===== src/rtl/universal_shift_reg.sv =====
// ============================================================================
//  Module      : universal_shift_reg
//  Description : Parametrised load/hold/shift/rotate register with a
//                multi-cycle "shift by N" operation and busy/done status.
//  Revision    : 1.0 - initial release
// ============================================================================
`default_nettype none

module universal_shift_reg #(
    parameter int buff_len = 8,
    parameter int amt_w    = 4
) (
    input  logic                clk,
    input  logic                clr,
    input  logic [2:0]          mode,
    input  logic [buff_len-1:0] x,
    input  logic [amt_w-1:0]    amt,
    input  logic                sin_msb,
    input  logic                sin_lsb,
    output logic [buff_len-1:0] q,
    output logic                sout_r,
    output logic                sout_l,
    output logic                busy,
    output logic                done
);

    localparam logic [0:0] c_IDLE = 1'b0;
    localparam logic [0:0] c_BUSY = 1'b1;

    localparam logic [2:0] c_HOLD = 3'b000;
    localparam logic [2:0] c_LOAD = 3'b001;
    localparam logic [2:0] c_SHR  = 3'b010;
    localparam logic [2:0] c_SHL  = 3'b011;
    localparam logic [2:0] c_ROR  = 3'b100;
    localparam logic [2:0] c_ROL  = 3'b101;
    localparam logic [2:0] c_MSR  = 3'b110;
    localparam logic [2:0] c_MSL  = 3'b111;

    localparam logic [amt_w-1:0] c_CNT_ONE  = amt_w'(1);
    localparam logic [amt_w-1:0] c_CNT_ZERO = '0;

    logic [0:0]          r_state, w_state_nxt;
    logic [buff_len-1:0] r_q, w_q_nxt;
    logic [amt_w-1:0]    r_cnt, w_cnt_nxt;
    logic                r_dir, w_dir_nxt;     // 1 = left
    logic                r_busy, w_busy_nxt;
    logic                r_done, w_done_nxt;

    always_ff @(posedge clk) begin
        if (clr) begin
            r_state <= c_IDLE;
            r_q     <= '0;
            r_cnt   <= '0;
            r_dir   <= 1'b0;
            r_busy  <= 1'b0;
            r_done  <= 1'b0;
        end else begin
            r_state <= w_state_nxt;
            r_q     <= w_q_nxt;
            r_cnt   <= w_cnt_nxt;
            r_dir   <= w_dir_nxt;
            r_busy  <= w_busy_nxt;
            r_done  <= w_done_nxt;
        end
    end

    always_comb begin
        w_state_nxt = r_state;
        case (r_state)
            c_IDLE: if (mode[2:1] == 2'b11 && amt != c_CNT_ZERO) w_state_nxt = c_BUSY;
            c_BUSY: if (r_cnt == c_CNT_ONE) w_state_nxt = c_IDLE;
            default: w_state_nxt = c_IDLE;
        endcase
    end

    always_comb begin
        w_q_nxt    = r_q;
        w_cnt_nxt  = r_cnt;
        w_dir_nxt  = r_dir;
        w_busy_nxt = r_busy;
        w_done_nxt = 1'b0;
        if (r_state == c_BUSY) begin
            // mode, x and amt are ignored until the count runs out
            w_q_nxt   = r_dir ? {r_q[buff_len-2:0], sin_lsb} : {sin_msb, r_q[buff_len-1:1]};
            w_cnt_nxt = r_cnt - c_CNT_ONE;
            if (r_cnt == c_CNT_ONE) begin
                w_busy_nxt = 1'b0;
                w_done_nxt = 1'b1;
            end
        end else begin
            case (mode)
                c_HOLD: w_q_nxt = r_q;
                c_LOAD: w_q_nxt = x;
                c_SHR:  w_q_nxt = {sin_msb, r_q[buff_len-1:1]};
                c_SHL:  w_q_nxt = {r_q[buff_len-2:0], sin_lsb};
                c_ROR:  w_q_nxt = {r_q[0], r_q[buff_len-1:1]};
                c_ROL:  w_q_nxt = {r_q[buff_len-2:0], r_q[buff_len-1]};
                c_MSR, c_MSL: begin
                    w_dir_nxt = mode[0];
                    w_cnt_nxt = amt;
                    if (amt == c_CNT_ZERO) w_done_nxt = 1'b1;
                    else                   w_busy_nxt = 1'b1;
                end
                default: w_q_nxt = r_q;
            endcase
        end
    end

    assign q      = r_q;
    assign busy   = r_busy;
    assign done   = r_done;
    assign sout_r = r_q[0];
    assign sout_l = r_q[buff_len-1];

endmodule

`default_nettype wire


===== config.mk =====
export PLATFORM = sky130hd
export DESIGN_NAME = universal_shift_reg
export DESIGN_NICKNAME = d
export VERILOG_FILES = /design/src/rtl/universal_shift_reg.sv
export SDC_FILE = /design/constraint.sdc
export NUM_CORES = 1
export LEC_CHECK = 0
export CAP_MARGIN = 40
export CORE_UTILIZATION = 49
export CTS_BUF_LIST = sky130_fd_sc_hd__clkbuf_2
export DETAILED_ROUTE_END_ITERATION = 6
export GPL_ROUTABILITY_DRIVEN = 0
export HOLD_SLACK_MARGIN = 0.03
export PLACE_DENSITY = 0.82
export SLEW_MARGIN = 25
export SYNTH_ARGS = -nofsm -noshare
export SYNTH_HDL_FRONTEND = slang
export SYNTH_SLANG_ARGS = --single-unit
export TNS_END_PERCENT = 30

===== constraint.sdc =====
create_clock -name clk -period 2.09 [get_ports clk]
set_clock_uncertainty 0.05 [all_clocks]
set_input_delay 0.627 -clock clk [delete_from_list [all_inputs] [get_ports clk]]
set_output_delay 0.627 -clock clk [all_outputs]
set_load 0.05 [all_outputs]

* Yosys cells after proc, flatten, opt, wreduce, memory -nomap -nowiden
Cells that the tools add are included. W data, S select, Z words.
Word-level totals: bits in registers 16, bits of input ports 19, output and inout port bits 12, logic and storage cells 43
Operators by class: add/subtract/negate cells 1, equality and inequality tests 11, muxes and demuxes 16, bitwise logic cells 1, reduce and logical (&&, ||, !) cells 8
Operators by type and width (number):
- $pmux W8 S5 | 1
- $mux W8 | 2
- $eq A3 B3 Y1 const B | 4
- $mux W1 | 10
- $mux W4 | 2
- $eq A3 B2 Y1 const B | 2
- $reduce_bool A6 Y1 | 1
- $eq A4 B1 Y1 const B | 1
- $logic_not A4 Y1 | 1
- $reduce_bool A4 Y1 | 1
- $sub A4 B1 Y4 const B | 1
- $eq A3 B1 Y1 const B | 1
- $reduce_and A3 Y1 | 1
- $eq A2 B2 Y1 const B | 1
- $ne A2 B1 Y1 const B | 1
- $ne A2 B2 Y1 const B | 1
- $pmux W1 S2 | 1
- $reduce_and A2 Y1 | 1
- $reduce_bool A2 Y1 | 1
- $reduce_or A2 Y1 | 1
- $logic_and A1 B1 Y1 | 1
- $not A1 Y1 | 1

* Depth between registers and ports, before layout
Gate-level depths: netlist of the first run.
word-level depth 4, gate-level depth with buffers 6

* Worst setup path before layout of the first run
Ideal clock, no wire load.
path kind input -> register, from in mode[1], to reg r_q[5], in the netlist q[5], arrival 1695 ps, data required time 1906 ps, setup slack 211 ps, stages 6, buffers on the path 1, cells stage by stage ha_1 > nand2b_1 > buf_1 > nor3_1 > a221oi_1 > a211oi_2
On the way: word-level cells in the longest chain between the ends 3, elaborated cells between the ends (all ways) 8
Ends and longest elaborated chain:
- start: declaration | RTL line 15 | input logic [2:0] mode,
- $eq A3 B3 Y1, or another cell as far along | RTL line 91 | case (mode)
- $pmux W8 S5 | RTL line 91
- $mux W8 | RTL line 82 | if (r_state == c_BUSY) begin
- end signal: assignment | RTL line 59 | r_q <= w_q_nxt;
- end: declaration | RTL line 43 | logic [buff_len-1:0] r_q, w_q_nxt;
Parallel ways exist; a longest one is shown, timed or not. A chain may end at the register's enable or synchronous reset.

* Worst setup path after layout of the first run
from in mode[1], to reg r_q[7], in the netlist q[7]
The elaborated chain is that of the path after synthesis.

==> flow_summary.ini, run 1 <==
[critical_path]
critPathMaxFanout = 3
critPathRequiredTime_ns = 2.22
cp.arrival_ns = 2.13
worstReg2RegEnd = busy
critical_path_start = mode[1]
worst_setup_path_end_kind = flop
timing_worst_setup_path_type = input pin to flop
rrSetupSlack_ns = 0.46
critical_path_startpoint_category = input pin
regToRegStartpoint = r_state
reg2reg_depth = 5
crit_path_end = q[7]

[die]
die_h_um = 49.5
placeable_core_region_mm2 = 0.00204
pin_count = 31
floorplan.initialDensity_pct = 54.0
placement_rows = 16
die_area_mm2 = 0.00245
die_wd_um = 49.5

[pwr]
powerDensity_mw_per_mm2 = 598
vdd_drop_max_mv = 0.414
report.power.total_uw = 879
power.static_leakage_nw = 0.586

[sta]
setup_tns_ns = 0
hold_viol = 0
timing.final.max_slew_violations = 0
final.period_utilization_pct = 95.6
worst_slack_ns = 0.0916
worst_slew_margin_rel_pct = 69.7
setup_violations = 0
worst_slew_pin_tran_ns = 0.453
timing.hold.ws_ns = 0.433
max_freq_ghz = 0.500
rsz0062_at_grt = yes
period_needed_ns = 2.00

[placement]
hpwl_um = 2010
post-place-ws_ns = -0.269
dp.cells = 181
numPortBuffers = 30
post_dp_cell_area_mm2 = 0.00144

[grt]
grt_first_pass_wirelength_um = 4630
grt-ovfl-total = 0
number_of_antenna_violations_at_the_first_check_in_global_routing = 0
number_of_global_route_vias_before_repair = 1018
grt_max_degree = 17
global_route.usage.total_pct = 24.5

[routing]
drc_errors = 0
top_layer_used = met4
routed_wirelength_um = 2690
wl_met2_um = 1220
route.vias.total = 1094
met3WireLength_um = 159
via_per_inst = 5.91
drt_pre_antenna_iters = 4
detail_route.wirelength.met1_um = 1300
detail-route-antenna-nets = 0
drtIter0Drc = 50
wl_per_instance_um = 14.6

[logic_synthesis]
synth_common_cells = dfxtp_1, nor2_1, nor3_1
synth_top_area_cell = dfxtp_1
syn_nets = 145
synth-seq-area-share_pct = 29.0
most_used_dff_post_synth = dfxtp_1
synth_top_cells_by_area = dfxtp_1, mux2i_1, mux2_2
post_synth_num_cell_types = 33
syn-cell-area_mm2 = 0.00110
synthesis.area_per_instance_um2 = 9.05
synth_warnings = 0
ys_async_sr_fraction_pct = 0
syn_inst = 122
yosysTopAreaCellShare_pct = 29.0
synth.ff_latch_count = 16
synth_enable_flop_cells = 0

[clocking]
clk_path_buf_depth = 2
clk_latency_ns = 0.29
tritoncts.num_buffers = 3
htree_levels = 1
clock-root-buffer = clkbuf_2
cts.repair_timing.setup_buffer_count = 0
clk_transition_reported_paths_ns = 0.15
clock-sinks = 16
cts_tree = yes

[final_layout]
utilization_pct = 72.0
layout.cells.non_filler = 185
final_area_mm2 = 0.00147
final_layout_size_suffix_gt1_share_pct = 27.2
layout.nets = 182
antennaDiodeCount = 0
area_growth_syn_to_layout_pct = 33.2

[job]
max-cap-violations = 0

[min_path]
worstHoldPathType = flop to flop

[run_status]
run_status = completed
[registers in the layout, summed over array words and instances, names as in the netlist]
register	flops
r_cnt	4
q	8
busy	1
r_dir	1
r_state	1
done	1
[worst min-delay path by stage]
stage	start	to	cells past startpoint
floorplan	r_cnt[3]	r_cnt[3]	2
CTS	busy	busy	2
finish	busy	busy	2
detailed placement	busy	busy	2
global placement	busy	busy	2
global route	busy	busy	2
[placed cells by master, fill, tap and decap left out, drive strengths merged, types with 7 or more instances in the layout]
cell type	synthesis	final
a221oi	7	7
nor2	16	16
buf	7	24
dfxtp	16	16
mux2i	9	9
mux2	8	8
nor3	10	10
clkdlybuf4s50	0	18
a211oi	9	9
[where the power goes]
part / internal, mW / total (mW) / switching [mW]
registers: 0.333 / 0.376 / 0.0424
clock network: 0.0416 / 0.143 / 0.101
logic: 0.163 / 0.360 / 0.197
[critical path, stage by stage]
cell and delay, ns:
clkdlybuf4s50_1 0.43, ha_1 0.35, buf_4 0.16, o211ai_1 0.16, nor3_1 0.07, a221oi_2 0.21
a311oi_2 0.12
[routing by layer]
metal	track usage, %	vias to the layer above
met4	5.71	0
met3	3.70	4
met5	0	-
li1	-	539
met2	40.6	38
met1	33.2	513
[timing repair]
action / 4_1_cts / 5_1_grt
hold buffers: 0 / 0
gates resized for setup: 0 / 3
setup endpoints to repair: 0 / 9
[cell families (layout without fill, tap and decap cells)]
family	Yosys count	count (layout)	share of synthesized area (%)
adders and majority gates	4	4	4.54
xor gates and xnor gates	1	1	0.794
buffers and inverters	13	49	6.12
muxes	17	17	16.3
and+or+nand+nor	42	42	19.5
AOI/OAI and AO/OA	29	29	23.7
DFF	16	16	29.0
[cell type report]
| type | count | area [µm²] |
|---|---|---|
| Fill cell | 174 | 572 |
| Timing Repair Buffer | 42 | 360 |
| Sequential cell | 16 | 320 |
| Tap cell | 27 | 33.8 |
| Multi-Input combinational cell | 93 | 726 |
| Inverter | 3 | 11.3 |
| Clock buffer | 3 | 15.0 |
| Clock inverter | 1 | 3.75 |
No activity file was read; power rests on OpenSTA's default activity.
==> run 2: changes to the inputs <==
--- a/config.mk
+++ b/config.mk
@@ -6,12 +6,13 @@
 export NUM_CORES = 1
 export LEC_CHECK = 0
 export CAP_MARGIN = 40
-export CORE_UTILIZATION = 49
+export CORE_ASPECT_RATIO = 1.4
+export CORE_UTILIZATION = 35
 export CTS_BUF_LIST = sky130_fd_sc_hd__clkbuf_2
 export DETAILED_ROUTE_END_ITERATION = 6
 export GPL_ROUTABILITY_DRIVEN = 0
 export HOLD_SLACK_MARGIN = 0.03
-export PLACE_DENSITY = 0.82
+export PLACE_DENSITY = 0.62
 export SLEW_MARGIN = 25
 export SYNTH_ARGS = -nofsm -noshare
 export SYNTH_HDL_FRONTEND = slang
==> run 2 against run 1 <==
Effect of this change:
- hold slack better by 0.030 ns
- critical endpoint is now q[5]
- via count down 2.3%
- worst setup slack better by 0.016 ns
- critical path type unchanged
- register-to-register slack better by 0.08 ns
- total power up 0.38%
- fmax up 0.80%
- clock power up 5%
- routed wire length up 8.1%
- first-iteration DRC count down 56%
- core utilization down 22 points
- highest routed layer unchanged
==> flow_summary.ini, run 2 (synthesis gave the netlist of run 1 again) <==
[run_status]
run_status = completed

[critical_path]
crit_path_end = q[5]
worst_setup_path_end_kind = flop
critical_path.slowest_cell = clkdlybuf4s50_1
cp_num_buf_inv = 2
timing.critical_path.slowest_cell_delay_ns = 0.43
critical_path_startpoint_category = input pin
regToRegStartpoint = r_dir
critical_path_depth = 6
critical_path_start = mode[2]
timing_worst_setup_path_type = input pin to flop
critPathRequiredTime_ns = 2.24
rrSetupSlack_ns = 0.54
critPathTopFamily = buffers and inverters
worstReg2RegEnd = q[0]
reg2reg_depth = 4
timing.critical_path.cells = clkdlybuf4s50_1 -> ha_1 -> nor2_1 -> buf_4 -> a221oi_1 -> a211oi_2
cp.arrival_ns = 2.13
critPathMaxFanout = 5

[die]
pin_count = 31
die_h_um = 68.4
die_wd_um = 49.5
placeable_core_region_mm2 = 0.00294
placement_rows = 23
floorplan.initialDensity_pct = 37.6
die_area_mm2 = 0.00338

[final_layout]
layout.cells.most_common_list = buf_4, clkdlybuf4s50_1, nor2_1, dfxtp_1, nor3_1
final_layout_size_suffix_gt1_share_pct = 26.6
flip_flop_count_of_the_largest_register_all_copies_and_words_added = 8
layout.area.seq_um2 = 320
area_growth_syn_to_layout_pct = 33.8
final_common_cell = buf_4
antennaDiodeCount = 0
filler_cell_count = 307
multi_input_area_um2 = 719
layout.nets = 182

[sta]
hold_viol = 0
setup_tns_ns = 0
rsz0062_at_grt = no
period_needed_ns = 1.98
final.period_utilization_pct = 94.9
setup_violations = 0
max_freq_ghz = 0.504
timing.final.max_slew_violations = 0
worst_slew_pin_tran_ns = 0.477
worst_slew_margin_rel_pct = 68.1

[clocking]
cts_tree = yes
clock-sinks = 16
tritoncts.num_buffers = 3
htree_levels = 1
cts.repair_timing.setup_buffer_count = 0
clk_latency_ns = 0.30
clk_transition_reported_paths_ns = 0.17
clock-root-buffer = clkbuf_2
clk_path_buf_depth = 2

[grt]
use_met1_pct = 19.7
groute.layer.met2.usage_pct = 39.6
routing_usage_on_met3_pct = 2.22
global_route.usage.total_pct = 19.2
number_of_antenna_violations_at_the_first_check_in_global_routing = 0
grt_max_degree = 17
number_of_global_route_vias_before_repair = 1095
grt-ovfl-total = 0
grt_first_pass_wirelength_um = 4940
global_route.peak_usage_layer = met2

[routing]
via_per_inst = 5.48
drc_errors = 0
drt_pre_antenna_iters = 4
detail-route-antenna-nets = 0
route.vias.total = 1069
routed_wirelength_um = 2910
wl_per_instance_um = 14.9
drtIter0Drc = 22

[pwr]
report.power.total_uw = 882
vdd_drop_max_mv = 0.303
power.static_leakage_nw = 0.585
powerDensity_mw_per_mm2 = 597

[min_path]
worstHoldPathType = flop to flop

[job]
max-cap-violations = 0

[placement]
hpwl_um = 2160
numPortBuffers = 30
run 2: area by class of cell:
| class | instances | area share (%) |
|---|---|---|
| Clock buffer | 3 | 1.02 |
| Clock inverter | 1 | 0.254 |
| Inverter | 3 | 0.763 |
| Multi-Input combinational cell | 93 | 48.7 |
| Sequential cell | 16 | 21.7 |
| Tap cell | 37 | 3.14 |
| Timing Repair Buffer | 42 | 24.4 |
run 2: power breakdown:
part           switching [mW]  internal [mW]  leakage [nW]
logic                   0.197          0.162         0.439
registers              0.0397          0.333         0.132
clock network           0.108         0.0416        0.0140
total                   0.345          0.537         0.585
run 2: layer usage:
layer / wire (µm) / up-vias
met4: 14 / 0
met1: 1200 / 513
met2: 1570 / 22
met3: 127 / 2
li1: - / 532
met5: 0 / -
run 2: worst min path at each step:
stage                        start  endpoint  slack [ns]  depth (start not counted)
after global routing          busy      busy        0.49                          2
after floorplan           r_cnt[3]  r_cnt[3]        0.43                          2
after global placement        busy      busy        0.41                          2
after detailed placement      busy      busy        0.44                          2
final                         busy      busy        0.46                          2
after CTS                     busy      busy        0.46                          2
run 2: through the flow:
stage	instance area (µm²)	cells	hold WS, ns	worst slack [ns]	utilization [%]
after floorplan	1100	122	0.433	0.211	-
after global placement	1450	191	0.413	-0.305	49.5
after detailed placement	1450	191	0.442	-0.301	49.5
after CTS	1470	195	0.462	0.0515	50.2
after global routing	1480	195	0.487	0.00668	50.3
final	1480	195	0.463	0.107	50.3
run 2: timing repair:
item,in CTS,in global routing
setup endpoints to repair,0,8
resized for setup,0,2
hold buffers,0,0
run 2: worst reg2reg max path, cell delays in order (launching register included):
cell,delay [ns]
dfxtp_1,0.62
mux2_2,0.39
a22oi_1,0.14
o31a_1,0.17
a311oi_2,0.08
